`src/rtl/alu_issue_ctrl_pkg.sv`:
```
// Shared types and opcode helpers for the ALU issue/writeback controller.
// Opcode values mirror the ALU group of InstructionSet.v.
package alu_issue_ctrl_pkg;

  localparam int unsigned DATA_W   = 16;
  localparam int unsigned RF_DEPTH = 8;
  localparam int unsigned RF_AW    = 3;
  localparam int unsigned OP_W     = 5;

  localparam logic [OP_W-1:0] OP_ADD = 5'h00;
  localparam logic [OP_W-1:0] OP_ADC = 5'h01;
  localparam logic [OP_W-1:0] OP_SUB = 5'h02;
  localparam logic [OP_W-1:0] OP_INC = 5'h03;
  localparam logic [OP_W-1:0] OP_DEC = 5'h04;
  localparam logic [OP_W-1:0] OP_AND = 5'h05;
  localparam logic [OP_W-1:0] OP_OR  = 5'h06;
  localparam logic [OP_W-1:0] OP_XOR = 5'h07;
  localparam logic [OP_W-1:0] OP_NOT = 5'h08;

  typedef enum logic [1:0] {
    S_IDLE  = 2'd0,
    S_ISSUE = 2'd1,
    S_WB    = 2'd2
  } state_e;

  // Opcodes executed by the ALU; everything else is rejected at issue.
  function automatic logic is_alu_op(input logic [OP_W-1:0] op);
    case (op)
      OP_ADD, OP_ADC, OP_SUB, OP_INC, OP_DEC,
      OP_AND, OP_OR, OP_XOR, OP_NOT: is_alu_op = 1'b1;
      default:                       is_alu_op = 1'b0;
    endcase
  endfunction

  // Arithmetic ops are the only ones allowed to update the carry flag.
  function automatic logic is_arith_op(input logic [OP_W-1:0] op);
    case (op)
      OP_ADD, OP_ADC, OP_SUB, OP_INC, OP_DEC: is_arith_op = 1'b1;
      default:                                is_arith_op = 1'b0;
    endcase
  endfunction

endpackage

```
`src/rtl/regfile_8x16.sv`:
```
// 8x16 register file: one synchronous write port, two operand read ports
// and a debug read port, all reads combinational.
module regfile_8x16
  import alu_issue_ctrl_pkg::*;
#(
  parameter int unsigned NREGS = RF_DEPTH,
  parameter int unsigned W     = DATA_W
) (
  input  logic             clk,
  input  logic             rst,
  input  logic             we,
  input  logic [2:0]       waddr,
  input  logic [W-1:0]     wdata,
  input  logic [2:0]       raddr_a,
  output logic [W-1:0]     rdata_a,
  input  logic [2:0]       raddr_b,
  output logic [W-1:0]     rdata_b,
  input  logic [2:0]       dbg_addr,
  output logic [W-1:0]     dbg_data
);

  logic [W-1:0] mem [NREGS];

  always_ff @(posedge clk or posedge rst) begin
    if (rst) begin
      for (int unsigned i = 0; i < NREGS; i++) begin
        mem[i] <= '0;
      end
    end else if (we) begin
      mem[waddr] <= wdata;
    end
  end

  assign rdata_a  = mem[raddr_a];
  assign rdata_b  = mem[raddr_b];
  assign dbg_data = mem[dbg_addr];

endmodule

```
`src/rtl/alu_issue_ctrl.sv`:
```
// Issue/writeback controller in front of the registered 16-bit ALU:
// accept -> one ALU-enable cycle -> writeback of result and C/Z/S flags.
module alu_issue_ctrl
  import alu_issue_ctrl_pkg::*;
#(
  parameter int unsigned NREGS = RF_DEPTH,
  parameter int unsigned W     = DATA_W
) (
  input  logic            clk,
  input  logic            rst,
  input  logic            instr_valid,
  output logic            instr_ready,
  input  logic [4:0]      instr_op,
  input  logic [2:0]      instr_rd,
  input  logic [2:0]      instr_rs,
  input  logic [2:0]      instr_rt,
  output logic            alu_en,
  output logic [4:0]      alu_op,
  output logic [W-1:0]    alu_a,
  output logic [W-1:0]    alu_b,
  input  logic [W-1:0]    alu_out,
  input  logic            alu_cflag,
  output logic            flag_c,
  output logic            flag_z,
  output logic            flag_s,
  output logic            wb_done,
  output logic            illegal,
  input  logic [2:0]      dbg_addr,
  output logic [W-1:0]    dbg_data
);

  state_e       state, state_nxt;
  logic         accept, legal;
  logic [2:0]   rd_q;
  logic [W-1:0] rs_data, rt_data;

  regfile_8x16 #(
    .NREGS (NREGS),
    .W     (W)
  ) u_rf (
    .clk      (clk),
    .rst      (rst),
    .we       (state == S_WB),
    .waddr    (rd_q),
    .wdata    (alu_out),
    .raddr_a  (instr_rs),
    .rdata_a  (rs_data),
    .raddr_b  (instr_rt),
    .rdata_b  (rt_data),
    .dbg_addr (dbg_addr),
    .dbg_data (dbg_data)
  );

  always_ff @(posedge clk or posedge rst) begin
    if (rst) state <= S_IDLE;
    else     state <= state_nxt;
  end

  always_comb begin
    state_nxt = state;
    accept    = 1'b0;
    legal     = 1'b0;
    case (state)
      S_IDLE: begin
        accept = instr_valid;
        legal  = instr_valid && is_alu_op(instr_op);
        if (legal) state_nxt = S_ISSUE;
      end
      S_ISSUE: state_nxt = S_WB;
      S_WB:    state_nxt = S_IDLE;
      default: state_nxt = S_IDLE;
    endcase
  end

  // Handshake/strobe outputs follow the next state so they line up with it.
  always_ff @(posedge clk or posedge rst) begin
    if (rst) begin
      instr_ready <= 1'b1;
      alu_en      <= 1'b0;
      wb_done     <= 1'b0;
      illegal     <= 1'b0;
      alu_op      <= '0;
      alu_a       <= '0;
      alu_b       <= '0;
      rd_q        <= '0;
      flag_c      <= 1'b0;
      flag_z      <= 1'b0;
      flag_s      <= 1'b0;
    end else begin
      instr_ready <= (state_nxt == S_IDLE);
      alu_en      <= (state_nxt == S_ISSUE);
      wb_done     <= (state_nxt == S_WB);
      illegal     <= accept && !legal;
      if (legal) begin
        alu_op <= instr_op;
        alu_a  <= rs_data;
        alu_b  <= rt_data;
        rd_q   <= instr_rd;
      end
      // Logic ops leave carry untouched.
      if (state == S_WB) begin
        flag_z <= (alu_out == '0);
        flag_s <= alu_out[W-1];
        if (is_arith_op(alu_op)) flag_c <= alu_cflag;
      end
    end
  end

endmodule

```
`config.mk`:
```
export PLATFORM = sky130hd
export DESIGN_NAME = alu_issue_ctrl
export DESIGN_NICKNAME = d
export VERILOG_FILES = /design/src/rtl/alu_issue_ctrl_pkg.sv /design/src/rtl/regfile_8x16.sv /design/src/rtl/alu_issue_ctrl.sv
export SDC_FILE = /design/constraint.sdc
export NUM_CORES = 1
export LEC_CHECK = 0
export CORE_MARGIN = 2
export CORE_UTILIZATION = 53
export CTS_BUF_LIST = sky130_fd_sc_hd__clkbuf_16
export DETAILED_ROUTE_END_ITERATION = 8
export PLACE_DENSITY = 0.78
export SLEW_MARGIN = 20
export SYNTH_ARGS = -nofsm -noshare
export SYNTH_HDL_FRONTEND = slang
export SYNTH_HIERARCHICAL = 1
export SYNTH_SLANG_ARGS = --single-unit
export TNS_END_PERCENT = 5
```
`constraint.sdc`:
```
create_clock -name clk -period 3.5 [get_ports clk]
set_input_delay 0.35 -clock clk [delete_from_list [all_inputs] [get_ports clk]]
set_output_delay 0.35 -clock clk [all_outputs]
set_load 0.02 [all_outputs]
```
==> results.tsv, run 1 <==
metric	value	unit
timing.final.ws_setup	587.9	ps
syn_nets	604	
final_hold_viol_count	0	
postCtsHoldBufs	0	
ir_drop	0.0003701	V
grt_usage	24.52	%
clk_pin_slew	60	ps
worst_setup_path_start_kind	input pin	
drt-initial-drc-count	371	
power.share.switching	30.93	%
nFillCells	1335	
clk_path_buf_depth	2	
fp-row-count	50	
crit_required	3150	ps
cts_setup_buffers	0	
htree_levels	4	
outcome	completed	
synth-seq-cells	176	
cts.repair.resized	0	
vias	5881	
p_clk_share	19.5	%
intPower	5.841	mW
synth.avg_cell_area	17.81	µm²
worst_pin_slew	897.9	ps
crit_type	in2out	
fin_crit_sh	83.20	%
setup_tns	0	ps
hold_slack	363.4	ps
route.detailed.drc	0	
via_per_inst	6.564	
num_antenna_cells	0	
final.setup_skew	5.688	ps
portBuffers	96	
yosys.cell_types.count	33	
p_switching	2.615	mW
r2r_end	u_rf/mem[83]$_DFFE_PP0P_	
setup_viol	0	
r2r_cells	5	
cts_num_sinks	176	
syn_area	10100	µm²
gp_congestion	0.7765	
die_w	142.0	µm
worstPathArrival	2560	ps
crit_fanout	32	
wirelength	23390	µm
areaGrowthSynthToFinish	15.00	%
grt_pass1_wl	36740	µm
io_pins	97	
seq_area_frac_synth	43.63	%
dpl_worst_slack	593.7	ps
hpwl	14320	µm
wl_per_cell	26.10	µm
cts-root-buf	clkbuf_16	
final_nets	686	
cts_tree	built	
dr.pass1.iters	4	
postRouteAntennaNets	0	
rr_startpoint	state[0]$_DFF_PP0_	
first_global_vias	6303	
grt_max_degree	58	
postSynthCellCount	567	
fp.dieArea	20170	µm²
slew_headroom	39.92	%
reg2reg_setup_slack	1020	ps
fp.dieH	142.0	µm
ys_warn_count	6	
period_minus_slack	2912	ps
cts_buffers	17	
cap_violations	0	
antenna_found_initial	0	
core_area	18710	µm²
drive_gt1_share	43.35	%
floorplan.initialDensity	53.99	%
max_freq	343.4	MHz
finalMaxSlewViolations	0	
end_kind	output port	
powerDensity	728.1	nW/µm²
rsz0062_at_grt	no	
hold_class	in2async	
p_comb_share	38.4	%
seqPwrFrac	42.1	%
grt_remaining_overflow	0	
p_leak	4.989	nW
clock_latency	430	ps
[logic make-up (layout without fill, tap and decap cells)]
| group | Yosys count | in the layout | synth area share [%] |
|---|---|---|---|
| buffers and inverters | 52 | 147 | 5.142 |
| DFF | 176 | 176 | 43.63 |
| and+or+nand+nor | 22 | 22 | 2.069 |
| muxes | 312 | 312 | 48.77 |
| AOI/OAI and AO/OA | 5 | 5 | 0.3965 |
[stage by stage]
step,utilization (%),power (mW),instances,instance area (µm²)
final,62.09,8.456,896,11610
after floorplan,-,5.647,567,10100
after global placement,59.22,6.625,863,11080
after CTS,61.93,8.502,895,11580
after global routing,62.09,8.909,896,11610
after detailed placement,59.22,6.836,863,11080
[synth_stat cells (all sizes together)]
master / number / area share (%)
nor4b: 3 / 0.41
dfrtp: 175 / 43
inv: 3 / 0.11
and4bb: 1 / 0.12
o22a: 1 / 0.087
nand4: 2 / 0.19
clkbuf: 6 / 0.64
o21ai: 2 / 0.099
nor2: 1 / 0.037
buf: 43 / 4.4
nor4bb: 2 / 0.20
mux2: 216 / 24
nor2b: 2 / 0.12
nand4b: 3 / 0.45
dfstp: 1 / 0.26
or3: 1 / 0.062
nand2b: 1 / 0.062
mux4: 96 / 24
nand2: 1 / 0.037
a21oi: 2 / 0.21
or4b: 1 / 0.14
nor4: 4 / 0.25
[worst max path at each step]
stage,start,slack [ps],end
floorplan,rst,1570,u_rf/mem[0]$_DFFE_PP0P_
global placement,dbg_addr[2],610,dbg_data[6]
detailed placement,dbg_addr[2],590,dbg_data[7]
CTS,dbg_addr[2],590,dbg_data[6]
global route,dbg_addr[0],540,dbg_data[5]
finish,dbg_addr[2],590,dbg_data[6]
[worst max-delay path, stage by stage]
cell	delay, ps
clkdlybuf4s50_1	500
buf_12	260
mux4_1	590
mux2_2	300
clkdlybuf4s50_1	540
[state kept, by name, indices dropped and copies added (netlist names), 2 cells and up]
register	count
u_rf/mem	128
alu_a	16
alu_b	16
alu_op	5
rd_q	3
state	2
[cell usage in the layout (no fill, tap or decap), drive strengths merged]
| cell type | n |
|---|---|
| a21oi | 2 |
| and4bb | 1 |
| buf | 16 |
| clkbuf | 17 |
| clkdlybuf4s50 | 96 |
| clkinv | 12 |
| clkinvlp | 3 |
| dfrtp | 175 |
| dfstp | 1 |
| inv | 3 |
| mux2 | 216 |
| mux4 | 96 |
| nand2 | 1 |
| nand2b | 1 |
| nand4 | 2 |
| nand4b | 3 |
| nor2 | 1 |
| nor2b | 2 |
| nor4 | 4 |
| nor4b | 3 |
| nor4bb | 2 |
| o21ai | 2 |
| o22a | 1 |
| or3 | 1 |
| or4b | 1 |
[per-layer routing]
layer / vias up / GRT usage [%] / wire length (µm)
met2: 215 / 41.77 / 11990
met3: 29 / 4.711 / 1447
met5: - / 0 / 0
met1: 3148 / 31.90 / 9567
li1: 2489 / - / -
met4: 0 / 8.105 / 384
[power by group through the flow]
stage,Sequential [mW],Clock [mW],Combinational (mW)
5_1_grt,3.70,1.78,3.43
4_1_cts,3.56,1.68,3.27
2_1_floorplan,3.57,0,2.07
3_5_place_dp,3.59,0,3.25
6_report,3.56,1.65,3.25
3_3_place_gp,3.47,0,3.16
[layout make-up]
| class | instances | area, µm² | share of cell area (%) |
|---|---|---|---|
| sequential | 176 | 4405 | 37.93 |
| clock inverter | 15 | 81.33 | 0.7003 |
| timing repair buffer | 112 | 1189 | 10.23 |
| multi-input combinational | 339 | 5204 | 44.81 |
| tap | 234 | 292.8 | 2.521 |
| clock buffer | 17 | 425.4 | 3.663 |
| inverter | 3 | 16.27 | 0.1401 |
Power figures use the tool's default switching activity.
==> run 2: changes to the inputs <==
==> constraint.sdc (replaced) <==
create_clock -name clk -period 2.3 [get_ports clk]
set_input_delay 0.23 -clock clk [delete_from_list [all_inputs] [get_ports clk]]
set_output_delay 0.23 -clock clk [all_outputs]
set_load 0.02 [all_outputs]
==> run 2 against run 1 <==
Net effect:
- worst setup slack worse by 570 ps
- non-clock buffer count increased by 20
- die area is the same
- clock power is 78% higher
- final cell count grew 2.2%
- largest power group unchanged
- highest routed layer unchanged
==> results.tsv, run 2 (synthesized netlist as in run 1, its figures left out) <==
metric	value	unit	change
outcome	completed		
floorplan.initialDensity	53.99	%	unchanged
first_global_vias	6575		+4.3%
drive_gt1_share	46.48	%	+3.1 points
setup_tns	0	ps	unchanged
final_nets	706		+2.9%
worst_setup_path_start_kind	flop		
fin_crit_sh	99.12	%	
largest_register_ffs	128		unchanged
wirelength	24830	µm	+6.2%
reg2reg_setup_slack	20	ps	-1000 ps
seqPwrFrac	41.0	%	-1.1 points
period_minus_slack	2280	ps	
final_common_cell	mux2_2		
p_comb_share	37.0	%	-1.4 points
cts_tree	built		
via_per_inst	6.619		+0.84%
fin_cells	916		+2.2%
crit_fanout	16		-50%
drt-initial-drc-count	454		+22%
clk_path_buf_depth	2		unchanged
p_switching	4.208	mW	+61%
end_kind	flop		
gp_congestion	0.7745		-0.26%
ir_drop	0.0006173	V	+67%
hpwl	14830	µm	+3.5%
powerDensity	1111	nW/µm²	+53%
clk_pin_slew	70	ps	about the same
rsz0062_at_grt	yes		
rr_startpoint	state[0]$_DFF_PP0_		
htree_levels	4		unchanged
postRouteAntennaNets	0		unchanged
vias	6063		+3.1%
slew_headroom	47.14	%	+7.2 points
cts_buffers	17		unchanged
areaGrowthSynthToFinish	18.87	%	
r2r_cells	4		-1
crit_type	reg2reg		
power.share.switching	31.56	%	+0.63 points
hold_class	in2async		
crit_required	2610	ps	-540 ps
route.detailed.drc	0		unchanged
dr.pass1.iters	4		unchanged
finalMaxSlewViolations	0		unchanged
grt_pass1_wl	38990	µm	+6.1%
final.setup_skew	9.397	ps	+3.710 ps
clock_latency	440	ps	about the same
core_area	18710	µm²	unchanged
die_w	142.0	µm	unchanged
cts_num_sinks	176		unchanged
num_antenna_cells	0		unchanged
antenna_found_initial	0		unchanged
worstPathArrival	2590	ps	+30 ps
grt_max_degree	77		+33%
setup_viol	0		unchanged
portBuffers	96		unchanged
p_clk_share	22.0	%	+2.5 points
wl_per_cell	27.11	µm	+3.9%
fp.dieH	142.0	µm	unchanged
r2r_end	u_rf/mem[70]$_DFFE_PP0P_		
max_freq	438.6	MHz	
dp.cells	882		+2.2%
fp-row-count	50		unchanged
fp.dieArea	20170	µm²	unchanged
mostFrequentLayoutCells	mux2_2 (206), dfrtp_1 (175), clkdlybuf4s50_1 (78), mux4_1 (78), mux4_2 (18)		
max_flop_register	u_rf/mem		
cts_setup_buffers	0		unchanged
postCtsHoldBufs	0		unchanged
final_hold_viol_count	0		unchanged
grt_usage	26.07	%	+1.5 points
cts-root-buf	clkbuf_16		
intPower	9.125	mW	+56%
cap_violations	0		unchanged
biggestRegsByFlops	u_rf/mem (128), alu_a (16), alu_b (16)		
p_leak	5.230	nW	+4.8%
nFillCells	1253		-6.1%
io_pins	97		unchanged
grt_remaining_overflow	0		unchanged
worst_pin_slew	789.9	ps	-108.0 ps
## run 2: changes by cell type in the layout (fill, tap and decap cells not counted), sizes merged
cell and change:
buf +18, clkdlybuf4s15 +2, clkdlybuf4s50 -18, inv +5, bufinv +2, dlygate4sd2 +16, bufbuf +2, clkinv -7
## run 2: layout make-up
type	count	area, µm²	share of cell area (%)
clock buffers	17	425.4	3.544
clock inverters	15	176.4	1.470
inverters	3	15.01	0.1251
multi-input cells	339	5213	43.42
flip-flops and latches	176	4405	36.70
well taps	234	292.8	2.439
repair buffers	132	1476	12.30
## run 2: what timing repair did
action / 4_1_cts / 5_1_grt
endpoints found under the setup margin: 16 / 48
gates cloned: 2 / 0
gates resized for setup: 22 / 1
## run 2: per-layer routing
layer	track usage, %	wire [µm]	vias up
met5	0	0	-
met4	9.158	506	0
met3	4.038	1337	39
met2	44.57	12740	264
met1	34.20	10240	3230
li1	-	-	2530
## run 2: worst max-delay path by stage
stage                        from                        to
2_1_floorplan  state[1]$_DFF_PP0_  u_rf/mem[48]$_DFFE_PP0P_
3_3_place_gp          dbg_addr[0]               dbg_data[0]
3_5_place_dp          dbg_addr[0]               dbg_data[8]
4_1_cts        state[0]$_DFF_PP0_  u_rf/mem[17]$_DFFE_PP0P_
5_1_grt        state[0]$_DFF_PP0_   u_rf/mem[3]$_DFFE_PP0P_
6_report       state[0]$_DFF_PP0_  u_rf/mem[70]$_DFFE_PP0P_
## run 2: power groups by stage
stage | logic, mW | registers, mW | clock network, mW
floorplan | 3.16 | 5.44 | 0
global placement | 4.84 | 5.30 | 0
finish | 4.93 | 5.46 | 2.94
global route | 5.23 | 5.64 | 3.12
detailed placement | 4.98 | 5.46 | 0
CTS | 4.97 | 5.42 | 2.99
## run 2: per-stage QoR
step                power [mW]  hold slack (ps)  util, %  setup slack, ps  area [µm²]
floorplan                8.593            313.2        -            386.2       10100
global placement         10.14            456.5    60.66           -343.4       11350
detailed placement       10.44            477.6    60.66           -353.8       11350
CTS                      13.38            93.21    64.13            35.23       12000
global route             14.00            109.3    64.17           -76.23       12000
finish                   13.33            107.8    64.17            20.13       12000
## run 2: worst max-delay path: stages, from the launching register on
cell      delay [ps]
dfrtp_1          400
nand2b_1         240
inv_1            300
nand4b_2         680
mux2_2           540
==> run 3: changes to the inputs <==
--- a/config.mk
+++ b/config.mk
@@ -9,8 +9,8 @@
 export CORE_UTILIZATION = 53
 export CTS_BUF_LIST = sky130_fd_sc_hd__clkbuf_16
 export DETAILED_ROUTE_END_ITERATION = 8
+export GPL_TIMING_DRIVEN = 0
 export PLACE_DENSITY = 0.78
-export SLEW_MARGIN = 20
 export SYNTH_ARGS = -nofsm -noshare
 export SYNTH_HDL_FRONTEND = slang
 export SYNTH_HIERARCHICAL = 1
==> run 3 against run 2 <==
Net effect:
- wire length grew 6.2%
- non-clock buffer count up 8
- cell area decreased by 0.98%
- total power down 1.9%
- register-to-register slack better by 30 ps
- critical path depth grew 2
- global-route usage up 1.3 points
- combinational power grew 1%
- sequential share of layout area up 0.36 points
- clock power shrank 7.8%
- worst setup slack improved by 33 ps
==> results.tsv, run 3 (synthesized netlist as in run 1, its figures left out) <==
metric	value	unit	change
outcome	completed		
cts_setup_buffers	0		unchanged
max_flop_register	u_rf/mem		
setup_viol	0		unchanged
first_global_vias	6412		-2.5%
fp.dieH	142.0	µm	unchanged
biggestRegsByFlops	u_rf/mem (128), alu_a (16), alu_b (16)		
clk_path_buf_depth	2		unchanged
wl_per_cell	28.54	µm	+5.3%
grt_max_degree	45		-42%
largest_register_ffs	128		unchanged
postRouteAntennaNets	0		unchanged
total_power	13.08	mW	-1.9%
setup_tns	0	ps	unchanged
fin_cells	924		+0.87%
io_pins	97		unchanged
dr.pass1.iters	5		+1
worst_pin_slew	1038	ps	+248.5 ps
final_hold_viol_count	0		unchanged
finalMaxSlewViolations	0		unchanged
grt_pass1_wl	39940	µm	+2.4%
drt-initial-drc-count	524		+15%
cp_slowest_cell	nor4b_4		
htree_levels	4		unchanged
floorplan.initialDensity	53.99	%	unchanged
end_kind	flop		
rsz0062_at_grt	no		
areaGrowthSynthToFinish	17.71	%	
final.setup_skew	6.966	ps	-2.431 ps
cts_tree	built		
hpwl	17210	µm	+16%
crit_buf_inv	3		+2
portBuffers	87		-9.4%
crit_fanout	10		-6
slowest_delay	690	ps	about the same
drive_gt1_share	47.39	%	+0.91 points
placed_area	11350	µm²	unchanged
cp_cell_sequence	nand2b_4 -> inv_1 -> buf_4 -> nor4b_4 -> buf_6 -> mux2_4		
final_core_util	63.55	%	-0.63 points
cap_violations	0		unchanged
dp.cells	892		+1.1%
ir_drop	0.0005594	V	-9.4%
cts-root-buf	clkbuf_16		
fp-row-count	50		unchanged
grt_usage	27.38	%	+1.3 points
clk_pin_slew	60	ps	about the same
period_minus_slack	2247	ps	-32.70 ps
fin_crit_sh	97.70	%	-1.4 points
clock_latency	430	ps	about the same
core_area	18710	µm²	unchanged
die_w	142.0	µm	unchanged
cts_num_sinks	176		unchanged
crit_required	2610	ps	about the same
max_freq	445.0	MHz	+1.5%
via_per_inst	6.653		+0.51%
slew_headroom	30.77	%	-16 points
gp_congestion	0.8551		+10%
wirelength	26370	µm	+6.2%
final_nets	714		+1.1%
antenna_found_initial	0		unchanged
p_leak	5.214	nW	-0.30%
fp.dieArea	20170	µm²	unchanged
route.detailed.drc	0		unchanged
worst_setup_path_start_kind	flop		
mostFrequentLayoutCells	mux2_2 (206), dfrtp_1 (175), mux4_1 (78)		
powerDensity	1101	nW/µm²	-0.92%
cp_top_family	simple AND/OR/NAND/NOR gates		
hold_class	in2async		
vias	6147		+1.4%
grt_remaining_overflow	0		unchanged
worstPathArrival	2560	ps	-30 ps
final_common_cell	mux2_2		
crit_type	reg2reg		
cts_buffers	17		unchanged
finalInstanceArea	11890	µm²	-0.98%
num_antenna_cells	0		unchanged
run 3: worst reg2reg max path, delay by kind of cell, from the launching register on:
kind | cells | cell delay [ps]
flops | 1 | 400
mux | 1 | 340
buf+inv | 3 | 530
simple gates | 2 | 860
run 3: power breakdown:
group	internal (mW)	switching, mW
combinational	3.14	1.84
sequential	4.35	1.04
clock	1.48	1.23
total	8.97	4.11
run 3: repair_timing:
| action | CTS | global route |
|---|---|---|
| setup endpoints to repair | 16 | 21 |
| hold buffers | 0 | 0 |
| resized for setup | 15 | 5 |
| pin swaps | 0 | 0 |
run 3: metal layers:
metal	up-vias	part of all wire, %	global-route usage, %
li1	2538	-	-
met1	3275	41	37.59
met2	286	49	44.67
met3	48	7.4	4.946
met4	0	2.2	9.053
met5	-	0	0
run 3: worst paths after layout:
path,from,slack (ps),cells after the start,endpoint
setup reg to reg,state[0]$_DFF_PP0_,50,6,u_rf/mem[117]$_DFFE_PP0P_
max in group asynchronous,rst,1310,4,u_rf/mem[90]$_DFFE_PP0P_
setup / recovery,state[0]$_DFF_PP0_,50,6,u_rf/mem[117]$_DFFE_PP0P_
min in group clk,instr_rt[1],290,3,alu_b[2]$_DFFE_PP0P_
hold / removal,rst,160,2,alu_b[1]$_DFFE_PP0P_
hold reg to reg,flag_z$_DFFE_PP0P_,480,2,flag_z$_DFFE_PP0P_
run 3: per-stage QoR:
step | hold slack [ps] | worst slack (ps)
after floorplan | 313.2 | 386.2
after global placement | 456.9 | -622.4
after detailed placement | 466.3 | -130.8
after CTS | 167.4 | -128.5
after global routing | 187.5 | 14.90
final | 160.7 | 52.83
run 3: final cells by class:
| class | instances | area (µm²) |
|---|---|---|
| multi-input combinational | 339 | 5181 |
| fill | 1294 | 6819 |
| sequential | 176 | 4405 |
| clock buffer | 17 | 425.4 |
| inverter | 3 | 15.01 |
| clock inverter | 15 | 122.6 |
| buffer | 49 | 509.2 |
| timing repair buffer | 91 | 934.6 |
| tap | 234 | 292.8 |
==> patch 1, RTL diff (config.mk and constraints of run 3) <==
The package constant `DATA_W` goes from 16 to 32.
--- a/src/rtl/alu_issue_ctrl_pkg.sv
+++ b/src/rtl/alu_issue_ctrl_pkg.sv
@@ -4,3 +4,3 @@
 
-  localparam int unsigned DATA_W   = 16;
+  localparam int unsigned DATA_W   = 32;
   localparam int unsigned RF_DEPTH = 8;
Interface: changed (resized alu_a, alu_b, alu_out and dbg_data); port bits go from 97 to 161. The function was not compared with the original's and may differ.
==> patch 1 against run 3 <==
  * Clock power increased by 120%
  * Synthesized area increased by 93%
  * Critical path depth decreased by 3
  * Design area increased by 93%
  * Sequential cell count increased by 160
  * Setup slack got worse by 0.018 ns
  * Total power increased by 100%
  * Count of clock-buffer cells in the layout increased by 24
  * Hold slack improved by 0.028 ns
  * Wire length increased by 93%
  * Largest power group unchanged
==> patch 1: results (changes against run 3) <==
Run status: complete, no violations (unchanged)
Final wirelength: 51,000 µm (was 26,370 µm)
Top cells by area, synth: dfrtp_1 43%, mux2_2 19%, mux4_1 18% (was dfrtp_1 43%, mux2_2 23%, mux4_1 20%)
First-pass GRT wire length: 76,230 µm (was 39,940 µm)
Multiplexer area fraction after synthesis: 51.10% (was 48.77%)
Layout cells sized above 1: 50.27% (was 47.39%)
Crit path to: dbg_data[18] (was u_rf/mem[117])
Final min period: 2.265 ns (was 2.247 ns)
Crit path max fanout: 4 (was 10)
Seq/Total Area, Yosys: 43.17% (was 43.63%)
FF-to-FF Start: state[1] (was state[0])
Initial drt markers: 811 (was 524)
Xor/xnor share of the synthesized area: 0% (unchanged)
Reg2Reg Capture Point: u_rf/mem[110] (was u_rf/mem[117])
Antenna-violating nets left: 0 (unchanged)
Hold/Removal Path Class: in -> async (unchanged)
Crit-path slowest cell: mux4_1 (was nor4b_4)
Slew HR: 17.69% (was 30.77%)
CP max stage delay: 0.54 ns (was 0.69 ns)
Vias: 11,519 (was 6,147)
TritonCTS buffer count: 38 (was 17)
Total GRT Usage: 27.06% (was 27.38%)
Clock Tree Buf Depth: 3 (was 2)
Buffers on Ports: 151 (was 87)
Distinct cells, synth: 35 (was 33)
H-tree lvl count: 2 (was 4)
Placed Area: 21,730 µm² (was 11,350 µm²)
Synth Area in Adders: 0% (unchanged)
Worst r2r path cells: 7 (was 6)
Syn-to-layout area delta: 17.51% (was 17.71%)
R2R Setup Slk: 0.12 ns (was 0.05 ns)
Largest registers: u_rf/mem (256), alu_a (32), alu_b (32) (was u_rf/mem (128), alu_a (16), alu_b (16))
Compound-Gate Fraction of Synth Area: 0.1092% (was 0.3965%)
Nets: 1,334 (was 714)
Largest net degree at the start of global routing: 44 (was 45)
Top post-synthesis cells by count: 335 x dfrtp_1, 321 x mux2_2, 130 x mux4_1, 95 x mux2_4, 62 x mux4_2 (was 206 x mux2_2, 175 x dfrtp_1, 78 x mux4_1, 18 x mux4_2, 16 x buf_6)
Vias in the first global route: 11,984 (was 6,412)
Initial antenna violation count: 0 (unchanged)
Clk_skew: 0.008047 ns (was 0.006966 ns)
Maximum VDD drop: 0.6403 mV (was 0.5594 mV)
Setup WS pre-CTS: -0.1164 ns (was -0.1308 ns)
Fillcell total: 2,650 (was 1,294)
Dpl cells: 1,707 (was 892)
WP data arrival: 2.03 ns (was 2.56 ns)
WL per Instance: 28.73 µm (was 28.54 µm)
DP Wirelength: 33,960 µm (was 17,210 µm)
Leak pwr: 10.02 nW (was 5.214 nW)
Top Family by Delay on Critical Path: multiplexers (was simple AND/OR/NAND/NOR gates)
Synth Net Count: 1,134 (was 604)
Syn avg cell area: 18.02 µm² (was 17.81 µm²)
Clk Latency, worst-skew pair: 0.52 ns (was 0.43 ns)
CP Launch Point: u_rf/mem[50] (was state[0])
Final Wtd Congestion: 0.8137 (was 0.8551)
-- patch 1: what timing repair did --
| item | CTS | global route |
|---|---|---|
| endpoints found under the setup margin | 41 | 114 |
| gates resized for setup | 51 | 32 |
| buffers inserted | 0 | 2 |
-- patch 1: cells by family after synthesis --
group / count (synthesis)
AOI/OAI and AO/OA: 3
buffers and inverters: 98
DFF: 336
muxes: 617
and+or+nand+nor: 27
-- patch 1: worst min-delay path by stage --
| stage | start | endpoint | slack (ns) | cells after the start |
|---|---|---|---|---|
| global placement | flag_z | flag_z | 0.47 | 2 |
| CTS | rst | u_rf/mem[44] | 0.20 | 2 |
| global route | rst | u_rf/mem[12] | 0.23 | 2 |
| finish | rst | alu_a[13] | 0.19 | 2 |
| floorplan | alu_out[30] | u_rf/mem[126] | 0.36 | 1 |
| detailed placement | flag_z | flag_z | 0.49 | 2 |
-- patch 1: layout make-up --
class / instances / share of cell area (%)
clock inverter: 25 / 0.7761
tap: 468 / 2.558
buffer: 93 / 3.815
inverter: 5 / 0.1640
sequential: 336 / 36.73
multi-input combinational: 647 / 44.47
timing repair buffer: 160 / 7.007
clock buffer: 41 / 4.482
-- patch 1: power by group --
| part | total, mW | leakage, nW | switching, mW | internal, mW |
|---|---|---|---|---|
| logic | 10.1 | 5.29 | 3.66 | 6.47 |
| registers | 10.4 | 4.13 | 2.02 | 8.38 |
| clock network | 5.89 | 0.599 | 2.45 | 3.44 |
-- patch 1: routing by layer --
layer,track usage [%],vias up,part of all wire (%)
met5,0,-,0
li1,-,4821,-
met2,43.80,450,49
met1,37.53,6155,42
met3,5.037,93,5.9
met4,8.810,0,3.0
==> patch 2, RTL diff (flow settings as in run 3) <==
Made on the original files. Make the reset (`rst`) synchronous in 3 clocked blocks.
--- a/src/rtl/regfile_8x16.sv
+++ b/src/rtl/regfile_8x16.sv
@@ -23,3 +23,3 @@
 
-  always_ff @(posedge clk or posedge rst) begin
+  always_ff @(posedge clk) begin
     if (rst) begin
--- a/src/rtl/alu_issue_ctrl.sv
+++ b/src/rtl/alu_issue_ctrl.sv
@@ -53,3 +53,3 @@
 
-  always_ff @(posedge clk or posedge rst) begin
+  always_ff @(posedge clk) begin
     if (rst) state <= S_IDLE;
@@ -75,3 +75,3 @@
   // Handshake/strobe outputs follow the next state so they line up with it.
-  always_ff @(posedge clk or posedge rst) begin
+  always_ff @(posedge clk) begin
     if (rst) begin
Check against the original RTL: differs if rst is asserted again (counterexample within 4 cycles, from zero or initial values and one cycle with rst high); with rst held inactive, the same outputs for 4 cycles.
==> patch 2 against run 3 <==
  * The run now ends with setup timing left
  * Synthesized area shrank 1.6%
  * Wire length grew 11%
  * First-iteration DRC count grew 120%
  * Global-route usage grew 2.4 points
  * Non-clock buffer count grew 28
  * Sequential cell count is the same
  * Setup slack lost 0.087 ns
  * Synthesized cell count grew 22%
  * Design area grew 0.90%
  * Critical path type unchanged
  * Critical endpoint is now u_rf/mem[7][15]
Power is not compared: it rests on default switching activity, and its combinational part moved more than twofold at a synthesized area within 25%.
==> patch 2: results (changes against run 3) <==
Run status: finished with violations (was complete, no violations)
Failing checks: setup timing
Largest net degree at the start of global routing: 18 (was 45)
Final wirelength: 29,160 µm (was 26,370 µm)
Vias per std cell: 6.816 (was 6.653)
Top_reg_cell synth: edfxtp_1 (was dfrtp_1)
Setup violations, final: 22 (was 0)
Vias in the first global route: 7,074 (was 6,412)
Setup WS pre-CTS: -0.6225 ns (was -0.1308 ns)
Synth Net Count: 731 (was 604)
Total GRT Usage: 29.80% (was 27.38%)
Met2 global-route usage: 47.68% (was 44.67%)
Crit path max fanout: 11 (was 10)
Slack of the critical path: -0.03423 ns (was 0.05283 ns)
Layout cells sized above 1: 18.57% (was 47.39%)
Placed Area: 11,240 µm² (was 11,350 µm²)
Metal3 WL: 3845 µm (was 1947 µm)
Number of gates resized after CTS: 23 (was 15)
Routed met2 length: 13,610 µm (was 12,940 µm)
WP data arrival: 2.48 ns (was 2.56 ns)
Met3 Usage GRT: 7.609% (was 4.946%)
Compound-Gate Fraction of Synth Area: 1.272% (was 0.3965%)
Fillcell total: 1,263 (was 1,294)
Seq/Total Area, Yosys: 48.35% (was 43.63%)
Crit-path slowest cell: o21bai_2 (was nor4b_4)
Hold/Removal Path Class: in -> reg (was in -> async)
Vias: 7,211 (was 6,147)
Setup repair bufs after CTS: 4 (was 0)
Top post-synthesis cells by count: 128 x edfxtp_1, 123 x nor3_1, 84 x mux4_1, 78 x nand2_1 (was 206 x mux2_2, 175 x dfrtp_1, 78 x mux4_1, 18 x mux4_2, 16 x buf_6)
Dpl cells: 1,021 (was 892)
Final Wtd Congestion: 1.012 (was 0.8551)
Worst-margin pin slew: 0.9326 ns (was 1.038 ns)
Clk Latency, worst-skew pair: 0.45 ns (was 0.43 ns)
patch 2: cell type report:
| cell class | instances | area, µm² | area share [%] |
|---|---|---|---|
| Tap cell | 234 | 292.8 | 2.441 |
| Buffer | 70 | 446.7 | 3.725 |
| Timing Repair Buffer | 98 | 1042 | 8.691 |
| Clock inverter | 15 | 192.7 | 1.607 |
| Inverter | 19 | 76.32 | 0.6364 |
| Multi-Input combinational cell | 429 | 4711 | 39.28 |
| Clock buffer | 17 | 425.4 | 3.547 |
| Sequential cell | 176 | 4806 | 40.07 |
patch 2: worst min path at each step:
stage / from / to / cells past startpoint
after floorplan: alu_out[15] / flag_s / 2
after global placement: flag_s / flag_s / 2
after detailed placement: alu_b[5] / alu_b[5] / 2
after CTS: instr_rd[2] / rd_q[2] / 3
after global routing: instr_rd[2] / rd_q[2] / 3
final: instr_rd[2] / rd_q[2] / 3
